==> config.mk <==
export PLATFORM = sky130hd
export DESIGN_NAME = rv32im_bus_arbiter
export DESIGN_NICKNAME = d
export VERILOG_FILES = /design/src/rtl/rv32im_bus_arbiter_pkg.sv /design/src/rtl/rv32im_bus_watchdog.sv /design/src/rtl/rv32im_bus_arbiter.sv
export SDC_FILE = /design/constraint.sdc
export NUM_CORES = 1
export LEC_CHECK = 0
export BUFFER_PORTS_ARGS = -buffer_cell sky130_fd_sc_hd__buf_2
export CAP_MARGIN = 20
export CORE_AREA = 10 10 161 163
export CTS_CLUSTER_SIZE = 20
export DETAILED_ROUTE_END_ITERATION = 7
export DIE_AREA = 0 0 171 173
export PLACE_DENSITY = 0.45
export SETUP_SLACK_MARGIN = 0.02
export SKIP_CTS_REPAIR_TIMING = 1
export SLEW_MARGIN = 20
export SYNTH_ARGS = -nofsm -noshare
export SYNTH_HDL_FRONTEND = slang
export SYNTH_HIERARCHICAL = 1
export SYNTH_SLANG_ARGS = --single-unit
==> constraint.sdc <==
create_clock -name clk_i -period 7.3 [get_ports clk_i]
set_clock_uncertainty 0.1 [all_clocks]
set_input_delay 1.46 -clock clk_i [delete_from_list [all_inputs] [get_ports clk_i]]
set_output_delay 1.46 -clock clk_i [all_outputs]
set_load 0.01 [all_outputs]
==> src/rtl/rv32im_bus_arbiter_pkg.sv <==
// rtl/rv32im_bus_arbiter_pkg.sv - shared Wishbone widths and master index constants
package rv32im_bus_arbiter_pkg;

  // Requester indices shared by the core top level and the bench
  localparam int MASTER_MEM      = 0;
  localparam int MASTER_PREFETCH = 1;
  localparam int MASTER_EXT0     = 2;
  localparam int MASTER_EXT1     = 3;

  // Wishbone slice widths
  localparam int WB_SEL_W = 4;

  // Word address width for a given data width
  function automatic int wb_adr_w(input int xlen);
    return xlen - 2;
  endfunction

endpackage

==> src/rtl/rv32im_bus_watchdog.sv <==
// rtl/rv32im_bus_watchdog.sv - unanswered-strobe counter that fires a one-cycle err pulse
module rv32im_bus_watchdog #(
  parameter int unsigned TIMEOUT = 255
) (
  input  logic clk_i,
  input  logic reset_i,
  input  logic cyc_i,
  input  logic stb_i,
  input  logic ack_i,
  input  logic err_i,
  input  logic clear_i,
  output logic fire_o
);

  localparam int CW = (TIMEOUT > 0) ? $clog2(TIMEOUT + 1) : 1;
  localparam logic [CW-1:0] LIMIT = CW'(TIMEOUT);

  logic [CW-1:0] count_q, count_d;
  logic          pending;

  // A strobe is outstanding when the slave has answered neither ack nor err
  assign pending = cyc_i & stb_i & ~ack_i & ~err_i;

  // Fires once LIMIT unanswered cycles have elapsed and this cycle is still unanswered
  assign fire_o = (TIMEOUT != 0) && pending && (count_q == LIMIT) && !reset_i;

  // Next count: restart on any answer, idle strobe, grant change or fire; saturate at LIMIT
  always_comb begin
    count_d = count_q;
    if (!pending || clear_i || fire_o) begin
      count_d = '0;
    end else if (count_q != LIMIT) begin
      count_d = count_q + 1'b1;
    end
  end

  // Counter register
  always_ff @(posedge clk_i) begin
    if (reset_i) begin
      count_q <= '0;
    end else begin
      count_q <= count_d;
    end
  end

endmodule

==> src/rtl/rv32im_bus_arbiter.sv <==
// rtl/rv32im_bus_arbiter.sv - Wishbone classic arbiter with parked default master and watchdog
module rv32im_bus_arbiter
  import rv32im_bus_arbiter_pkg::*;
#(
  parameter int          XLEN           = 32,
  parameter int          NUM_MASTERS    = 4,
  parameter int          DEFAULT_MASTER = MASTER_PREFETCH,
  parameter int unsigned TIMEOUT        = 255
) (
  input  logic                              clk_i,
  input  logic                              reset_i,
  input  logic [NUM_MASTERS-1:0]            req_i,
  output logic [NUM_MASTERS-1:0]            grant_o,
  input  logic [NUM_MASTERS*(XLEN-2)-1:0]   m_adr_i,
  input  logic [NUM_MASTERS*XLEN-1:0]       m_dat_i,
  input  logic [NUM_MASTERS*WB_SEL_W-1:0]   m_sel_i,
  input  logic [NUM_MASTERS-1:0]            m_cyc_i,
  input  logic [NUM_MASTERS-1:0]            m_stb_i,
  input  logic [NUM_MASTERS-1:0]            m_we_i,
  output logic [XLEN-1:0]                   m_dat_o,
  output logic [NUM_MASTERS-1:0]            m_ack_o,
  output logic [NUM_MASTERS-1:0]            m_err_o,
  output logic [XLEN-3:0]                   adr_o,
  output logic [XLEN-1:0]                   dat_o,
  output logic [WB_SEL_W-1:0]               sel_o,
  output logic                              cyc_o,
  output logic                              stb_o,
  output logic                              we_o,
  input  logic [XLEN-1:0]                   dat_i,
  input  logic                              ack_i,
  input  logic                              err_i,
  output logic                              timeout_o
);

  localparam int AW = XLEN - 2;
  localparam logic [NUM_MASTERS-1:0] DEFAULT_ONEHOT = NUM_MASTERS'(1) << DEFAULT_MASTER;

  logic [NUM_MASTERS-1:0] grant_q, grant_d;
  logic [NUM_MASTERS-1:0] lowest_req;
  logic                   any_req;
  logic                   owner_cyc;
  logic                   wd_fire;

  assign grant_o   = grant_q;
  assign owner_cyc = |(grant_q & m_cyc_i);

  // Lowest-index requester wins; index 0 has highest priority
  always_comb begin
    lowest_req = '0;
    any_req    = 1'b0;
    for (int k = 0; k < NUM_MASTERS; k++) begin
      if (req_i[k] && !any_req) begin
        lowest_req[k] = 1'b1;
        any_req       = 1'b1;
      end
    end
  end

  // Next grant: locked while the owner holds cyc; non-default owners always return via the park
  always_comb begin
    grant_d = grant_q;
    if (!owner_cyc) begin
      if (grant_q == DEFAULT_ONEHOT) begin
        if (!req_i[DEFAULT_MASTER] && any_req) begin
          grant_d = lowest_req;
        end
      end else if (!(|(grant_q & req_i))) begin
        grant_d = DEFAULT_ONEHOT;
      end
    end
  end

  // Grant register, parked on the default master out of reset
  always_ff @(posedge clk_i) begin
    if (reset_i) begin
      grant_q <= DEFAULT_ONEHOT;
    end else begin
      grant_q <= grant_d;
    end
  end

  // Slave-side mux selects the owner's slice; grant is one-hot so OR-ing is exact
  always_comb begin
    adr_o = '0;
    dat_o = '0;
    sel_o = '0;
    cyc_o = 1'b0;
    stb_o = 1'b0;
    we_o  = 1'b0;
    for (int k = 0; k < NUM_MASTERS; k++) begin
      if (grant_q[k]) begin
        adr_o = adr_o | m_adr_i[k*AW +: AW];
        dat_o = dat_o | m_dat_i[k*XLEN +: XLEN];
        sel_o = sel_o | m_sel_i[k*WB_SEL_W +: WB_SEL_W];
        cyc_o = cyc_o | m_cyc_i[k];
        stb_o = stb_o | m_stb_i[k];
        we_o  = we_o  | m_we_i[k];
      end
    end
  end

  rv32im_bus_watchdog #(
    .TIMEOUT(TIMEOUT)
  ) u_watchdog (
    .clk_i  (clk_i),
    .reset_i(reset_i),
    .cyc_i  (cyc_o),
    .stb_i  (stb_o),
    .ack_i  (ack_i),
    .err_i  (err_i),
    .clear_i(grant_d != grant_q),
    .fire_o (wd_fire)
  );

  // Responses go to the owner only and are suppressed while reset is held
  assign m_dat_o   = dat_i;
  assign m_ack_o   = reset_i ? '0 : ({NUM_MASTERS{ack_i}} & grant_q);
  assign m_err_o   = reset_i ? '0 : ({NUM_MASTERS{err_i | wd_fire}} & grant_q);
  assign timeout_o = wd_fire;

endmodule

==> results of run 1 <==
## layout make-up
type	count	area [sq um]
fillers	2616	18200
repair buffers	369	1860
multi-input cells	275	1750
well taps	285	357
flip-flops and latches	12	245
clock buffers	4	88.8
inverters	5	18.8
diodes	3	7.51
## cell usage in the layout (no fill, tap or decap), drive strengths merged, types with 2 or more instances in the layout
cell type	n
a211oi	2
a21oi	6
a22oi	138
a31oi	2
and2	8
buf	369
clkbuf	4
dfxtp	12
diode	3
inv	5
nand2	71
nand3	8
nor2	7
nor2b	2
nor3	4
nor4b	2
o211ai	2
o21bai	2
xor2	2
## how the worst max path moves through the flow
stage	startpoint	endpoint	slack, ns
after floorplan	m_cyc_i[0]	m_err_o[0]	2.78
after global placement	m_cyc_i[0]	m_err_o[1]	2.13
after detailed placement	m_cyc_i[0]	m_err_o[2]	2.14
after CTS	m_cyc_i[0]	m_err_o[2]	2.13
after global routing	m_cyc_i[0]	m_err_o[2]	1.99
final	m_cyc_i[0]	m_err_o[2]	2.20
## state kept, by name (all words and copies together) (netlist names)
register / count
u_watchdog/count_q: 8
grant_o: 4
## report_power, final
group	internal, mW	switching, mW	leakage, nW
Combinational	0.161	0.200	2.22
Clock	0.0828	0.0293	0.0442
Sequential	0.0686	0.00757	0.0980
Total	0.312	0.236	2.36
## synthesized netlist by cell type, drive strengths merged (4+ instances only)
cell | count | area [sq um]
and2 | 8 | 51.3
dfxtp | 12 | 240
nand3 | 8 | 45.0
clkbuf | 24 | 90.1
inv | 5 | 18.8
a22oi | 138 | 1040
nand2 | 71 | 267
a21oi | 6 | 33.8
nor2 | 7 | 28.8
buf | 40 | 270
nor3 | 4 | 20.0
## metal layers
metal  track usage  vias up  routed length, um
met4        0.0159        2                147
li1              -     1964                  -
met1         0.123     1812               6990
met2         0.203      232               9460
met3        0.0462       10               2210
met5             0        -                 13
## worst register-to-register path, stage by stage, from the launching register on
cell	delay, ns
dfxtp_2	0.32
buf_4	0.65
or4b_4	0.57
nand3_2	0.10
a21oi_2	0.07
a2111o_1	0.41
nand3b_1	0.34
nor3_1	0.25
## kinds of logic after synthesis
group                    Yosys count
buffers and inverters             69
AO/OA/AOI/OAI                    159
flip-flops                        12
adder cells (fa/ha/maj)            1
AND/OR/NAND/NOR                  112
XOR/XNOR                           3
==> impl_metrics.tcl, run 1 <==
set metrics [dict create \
    status "completed" \
    synth_cells 356 \
    fin_ws_ns 2.20 \
    r2r_setup_slack_ns 4.40 \
    ys_types 43 \
    crit_path_start_kind "input pin" \
    dpl.cell_count 946 \
    drtIter0Drc 204 \
    pre_cts_ws_ns 2.14 \
    wl_per_cell_um 19.8 \
    setup_viol 0 \
    fmax_mhz 196 \
    grt_pass1_wl_um 26200 \
    tritoncts "yes" \
    grt_max_degree 77 \
    tightest_slew_ns 0.898 \
    first_pass_iters 5 \
    min_period_ns 5.10 \
    io_buffers 365 \
    rsz0062_at_grt "false" \
    muxShareOfSynthArea 0 \
    synth.avg_cell_area_sq_um 6.66 \
    syn_to_final_growth_pct 82.4 \
    synth-compound-area-share 0.501 \
    synth-edff-count 0 \
    fin_util 0.192 \
    final_nets 983 \
    grt_overflow 0 \
    via_per_inst 4.22 \
    yosys.area_share.adder 0.00528 \
    cts_root_buf "clkbuf_16" \
    worstRegToRegCells 7 \
    dieArea_sq_um 29600 \
    yosysSeqAreaShare 0.101 \
    synth_warnings 6 \
    yosys.area_share.simple 0.222 \
    timing.rr.start "grant_o[1]" \
    drive_gt1_frac 0.582 \
    cp-end-kind "output port" \
    place_area_sq_um 4230 \
    clkTransAtPathRegs_ns 0.05 \
    finalPower_mw 0.548 \
    design_area_sq_um 4330 \
    finalHoldViolations 0 \
    timing.final.crit_share 0.698 \
    worstPathCellList "buf_2, a222oi_1, and2_2, inv_2, nor4b_1, and3_1, nor2_1, nor2_1, and2_1, buf_2" \
    crit_cells 10 \
    gp_congestion 0.840 \
    cts_buffer_depth 2 \
    r2r-end "u_watchdog/count_q[3]" \
    io_pins 430 \
    worst-setup-path-type "in2out" \
    ys.flop_type "dfxtp_1" \
    p_per_area_nw_per_um2 127 \
    crit_fanout 5 \
    insertion_delay_ns 0.24 \
    grt_use_total 0.113 \
    crit_buf_inv 3 \
    slew_viol_final 0 \
    synth_top_family_by_area "compound AO/OA/AOI/OAI gates" \
    cpLargestDelayFamily "simple AND/OR/NAND/NOR gates" \
    h-tree-depth 1 \
    ir_drop_mv 0.0666 \
    min_from "u_watchdog/count_q[7]" \
    relSlewSlack 0.401 \
    die_w_um 171 \
    die_h_um 173 \
    whs_endpoint "u_watchdog/count_q[7]" \
    worstHoldPathCells 2 \
    crit_slowest_cell "a222oi_1" \
    required_ns 5.74 \
    worstPathArrival_ns 3.54 \
    ant_nets 0 \
    routed_wl_um 18800 \
    synth_xor_area_frac 0.0111 \
    first_global_vias 4106 \
    drv_cap 0 \
    synthArstFlopShare 0 \
    antenna_found_initial 5 \
    p_leak_nw 2.36 \
    crit_path_max_incr_delay_ns 0.75 \
    synth_area_sq_um 2370 \
    synthesis.nets 673 \
    cts_made_buffers 3 \
    core.rowCount 55 \
    holdWs_ns 0.389 \
    drc_errors 0 \
    dr_total_vias 4020 \
    clock-sinks 12 \
    ys_seq_elements 12 \
    min_path_type "reg2reg" \
    place_hpwl_um 15800 \
    start_util 0.105 \
    instances_no_fill 953 \
    core_sq_um 22600 \
    fin_tns_setup_ns 0 \
]
(Power assumes the default switching activity.)
==> inputs of run 2 (changes only) <==
- CORE_AREA: 10 10 161 163 -> 10 10 157 159
- DIE_AREA: 0 0 171 173 -> 0 0 167 169
- PLACE_DENSITY: 0.45 -> 0.46
- clock period: 7.3 -> 4.7 ns (I/O delays scaled with it)
==> run 2 against run 1 <==
Net effect: critical path depth is the same; wire length shrank 12%; clock-buffer cell count is the same; final cell count shrank 0.73%; combinational power grew 56%; sequential share of layout area is essentially flat; register-to-register slack lost 2.6 ns; final area shrank 0.26%; utilization grew 0.85 points; global-route usage shrank 0.92 points.
==> impl_metrics.tcl, run 2 (synthesis gave the netlist of run 1 again) <==
set metrics [dict create \
    cts_buffer_depth 2 \
    routed_wl_um 16500 \
    grt_pass1_wl_um 24400 \
    ant_nets 0 \
    worst-setup-path-type "in2out" \
    layout_commonest_cell "buf_2" \
    core_sq_um 21600 \
    ir_drop_mv 0.137 \
    die_h_um 169 \
    cts_made_buffers 3 \
    rsz0062_at_grt "false" \
    via_per_inst 4.25 \
    crit_path_start_kind "input pin" \
    die_w_um 167 \
    crit_slowest_cell "a222oi_1" \
    largest_reg_flops 8 \
    dr_total_vias 4019 \
    grt_max_degree 77 \
    gp_congestion 0.758 \
    largest-register "u_watchdog/count_q" \
    grt_use_total 0.104 \
    timing.final.crit_share 0.828 \
    first_pass_iters 5 \
    worstPathArrival_ns 2.85 \
    worstPathCellList "buf_2, a222oi_1, and2_2, inv_2, nor4b_1, and3_1, nor2_1, nor2_1, and2_1, buf_2" \
    crit_path_max_incr_delay_ns 0.57 \
    drive_gt1_frac 0.582 \
    slew_viol_final 0 \
    syn_to_final_growth_pct 82.0 \
    h-tree-depth 1 \
    min_path_type "reg2reg" \
    place_hpwl_um 13600 \
    finalPower_mw 0.840 \
    p_leak_nw 2.36 \
    final_nets 983 \
    drc_errors 0 \
    fmax_mhz 257 \
    core.rowCount 54 \
    worstRegToRegCells 7 \
    antenna_found_initial 5 \
    required_ns 3.66 \
    clkTransAtPathRegs_ns 0.04 \
    fin_tns_setup_ns 0 \
    p_per_area_nw_per_um2 195 \
    crit_fanout 5 \
    relSlewSlack 0.414 \
    cp-end-kind "output port" \
    io_pins 430 \
    status "completed" \
    finalHoldViolations 0 \
    tightest_slew_ns 0.880 \
    drv_cap 0 \
    first_global_vias 4183 \
    grt_overflow 0 \
    clock-sinks 12 \
    wl_per_cell_um 17.4 \
    tritoncts "yes" \
    start_util 0.110 \
    min_period_ns 3.89 \
    insertion_delay_ns 0.24 \
    most-common-layout-cells "buf_2, a22oi_1, nand2_1" \
    worstHoldPathCells 2 \
    setup_viol 0 \
    cts_root_buf "clkbuf_16" \
    io_buffers 365 \
    dieArea_sq_um 28200 \
    drtIter0Drc 239 \
]
[run 2: per-layer routing]
layer | part of all wire | track usage | vias to the layer above
met5 | 0.0024 | 0 | -
met4 | 0.0047 | 0.00496 | 6
li1 | - | - | 1965
met2 | 0.51 | 0.190 | 260
met3 | 0.11 | 0.0449 | 16
met1 | 0.36 | 0.114 | 1772
[run 2: where the power goes]
| part | switching (mW) | internal [mW] |
|---|---|---|
| registers | 0.00203 | 0.107 |
| clock network | 0.0429 | 0.128 |
| logic | 0.310 | 0.249 |
| total | 0.355 | 0.484 |
[run 2: final timing paths]
kind                         startpoint               endpoint  slack [ns]
hold / removal    u_watchdog/count_q[7]  u_watchdog/count_q[7]        0.38
setup reg to reg             grant_o[1]  u_watchdog/count_q[5]        1.78
hold reg to reg   u_watchdog/count_q[7]  u_watchdog/count_q[7]        0.38
setup / recovery             m_cyc_i[0]             m_err_o[0]        0.81
[run 2: final cells by class]
cell class | instances | area, sq um
inverter | 5 | 18.8
multi-input combinational | 275 | 1750
timing repair buffer | 369 | 1860
fill | 2449 | 17200
clock buffer | 4 | 88.8
antenna | 1 | 2.50
sequential | 12 | 245
tap | 280 | 350
[run 2: worst max-delay path, delay by kind of cell]
| kind | cells | cell delay (ns) |
|---|---|---|
| AND/OR/NAND/NOR | 6 | 1.03 |
| buffers and inverters | 3 | 0.31 |
| AO/OA/AOI/OAI | 1 | 0.57 |
[run 2: through the flow]
stage | worst slack, ns | instance area [sq um] | utilization | std cells | hold WS [ns]
floorplan | 1.22 | 2370 | - | 356 | 0.356
global placement | 0.751 | 4220 | 0.196 | 941 | 0.374
detailed placement | 0.752 | 4220 | 0.196 | 941 | 0.381
CTS | 0.751 | 4310 | 0.200 | 945 | 0.392
global route | 0.656 | 4310 | 0.200 | 945 | 0.422
finish | 0.807 | 4310 | 0.200 | 946 | 0.384
==> inputs of run 3 (changes only) <==
- CORE_AREA: 10 10 157 159 -> 10 10 159 161
- DIE_AREA: 0 0 167 169 -> 0 0 169 171
- PLACE_DENSITY: 0.46 -> 0.47
- clock period: 4.7 -> 3.41 ns (I/O delays scaled with it)
==> run 3 against run 2 <==
Net effect: sequential power increased by 39%; non-clock buffer count increased by 8; power increased by 41%; die area increased by 2.4%; largest power group unchanged; highest routed layer is now met4.
==> impl_metrics.tcl, run 3 (synthesis gave the netlist of run 1 again) <==
set metrics [dict create \
    status "completed" \
    most-common-layout-cells "buf_2, a22oi_1, nand2_1" \
    p_per_area_nw_per_um2 270 \
    tritoncts "yes" \
    place_area_sq_um 4290 \
    via_per_inst 4.28 \
    core.rowCount 55 \
    crit_slowest_cell "a222oi_1" \
    p_leak_nw 2.40 \
    crit_path_max_incr_delay_ns 0.37 \
    cts_made_buffers 3 \
    crit_cells 11 \
    wl_per_cell_um 18.1 \
    rsz0062_at_grt "false" \
    cp-end-kind "output port" \
    drtIter0Drc 304 \
    crit_fanout 4 \
    grt_use_met2 0.179 \
    min_period_ns 3.18 \
    busiest_layer "met2" \
    tightest_slew_ns 0.588 \
    start_util 0.107 \
    min_path_type "reg2reg" \
    worstPathCellList "buf_2, a222oi_1, buf_4, and2_2, inv_2, nor4b_1, and3_1, nor2_1, nor2_1, and2_1, buf_2" \
    io_buffers 365 \
    first_pass_iters 5 \
    num-fill-cells 2549 \
    antenna_found_initial 1 \
    register_area_sq_um 245 \
    setup_viol 0 \
    grt_overflow 0 \
    first_global_vias 4185 \
    grt_max_degree 50 \
    dr_total_vias 4101 \
    required_ns 2.63 \
    largest_reg_flops 8 \
    ir_drop_mv 0.211 \
    largest-register "u_watchdog/count_q" \
    clock-sinks 12 \
    multi_input_area_sq_um 1750 \
    h-tree-depth 1 \
    grt_pass1_wl_um 24600 \
    die_w_um 169 \
    die_h_um 171 \
    design_area_sq_um 4380 \
    gp_congestion 0.807 \
    grt_use_total 0.105 \
    insertion_delay_ns 0.24 \
    clkTransAtPathRegs_ns 0.04 \
    worstHoldPathCells 2 \
    drc_errors 0 \
    slew_viol_final 0 \
    io_pins 430 \
    ant_nets 0 \
    cts_root_buf "clkbuf_16" \
    drive_gt1_frac 0.587 \
    syn_to_final_growth_pct 84.7 \
    drv_cap 0 \
    routed_wl_um 17400 \
    use_met1 0.121 \
    finalHoldViolations 0 \
    core_sq_um 22200 \
    layout_commonest_cell "buf_2" \
    worst-setup-path-type "in2out" \
    cts_buffer_depth 2 \
    final_nets 991 \
    relSlewSlack 0.608 \
    worstPathArrival_ns 2.40 \
    fin_tns_setup_ns 0 \
    timing.final.crit_share 0.932 \
    worstRegToRegCells 7 \
    crit_buf_inv 4 \
    fmax_mhz 315 \
    dieArea_sq_um 28900 \
    place_hpwl_um 14600 \
    crit_path_start_kind "input pin" \
    cpLargestDelayFamily "simple AND/OR/NAND/NOR gates" \
    use_met3 0.0420 \
]
-- run 3: cell types whose count changed in the layout (fill, tap and decap cells not counted), sizes merged --
cell and change:
buf +8
-- run 3: layer usage --
| metal | part of all wire | wire (um) | up-vias |
|---|---|---|---|
| met5 | 0 | 0 | - |
| met4 | 0.014 | 236 | 0 |
| met3 | 0.12 | 2040 | 18 |
| met2 | 0.50 | 8640 | 255 |
| met1 | 0.37 | 6490 | 1845 |
| li1 | - | - | 1983 |
-- run 3: layout make-up --
class                      instances  area share
timing repair buffer             377       0.438
multi-input combinational        275       0.400
tap                              285      0.0814
sequential                        12      0.0560
clock buffer                       4      0.0203
inverter                           5     0.00428
antenna                            1    0.000571
-- run 3: report_power, final --
group          total [mW]  leakage (nW)  internal [mW]  switching [mW]
Sequential          0.152        0.0980          0.147         0.00504
Combinational       0.795          2.26          0.355           0.439
Clock               0.236        0.0442          0.177          0.0593
Total                1.18          2.40          0.679           0.504
-- run 3: tightest hold or removal path: stages, from the launching register on --
cell and delay (ns):
dfxtp_1 0.32, o31ai_1 0.07, a21oi_1 0.06
-- run 3: stage by stage --
| step | hold slack (ns) | power (mW) | util | std cells | worst slack (ns) |
|---|---|---|---|---|---|
| after global placement | 0.375 | 0.959 | 0.193 | 954 | 0.178 |
| after floorplan | 0.356 | 0.576 | - | 356 | 0.445 |
| final | 0.394 | 1.18 | 0.197 | 959 | 0.233 |
| after global routing | 0.423 | 1.29 | 0.197 | 959 | 0.0576 |
| after detailed placement | 0.381 | 0.957 | 0.193 | 954 | 0.188 |
| after CTS | 0.391 | 1.20 | 0.197 | 958 | 0.172 |
-- run 3: final timing paths --
kind	from	to	slack, ns
min reg2reg	u_watchdog/count_q[7]	u_watchdog/count_q[7]	0.39
max	m_cyc_i[0]	m_err_o[2]	0.23
min	u_watchdog/count_q[7]	u_watchdog/count_q[7]	0.39
max reg2reg	grant_o[1]	u_watchdog/count_q[5]	0.89
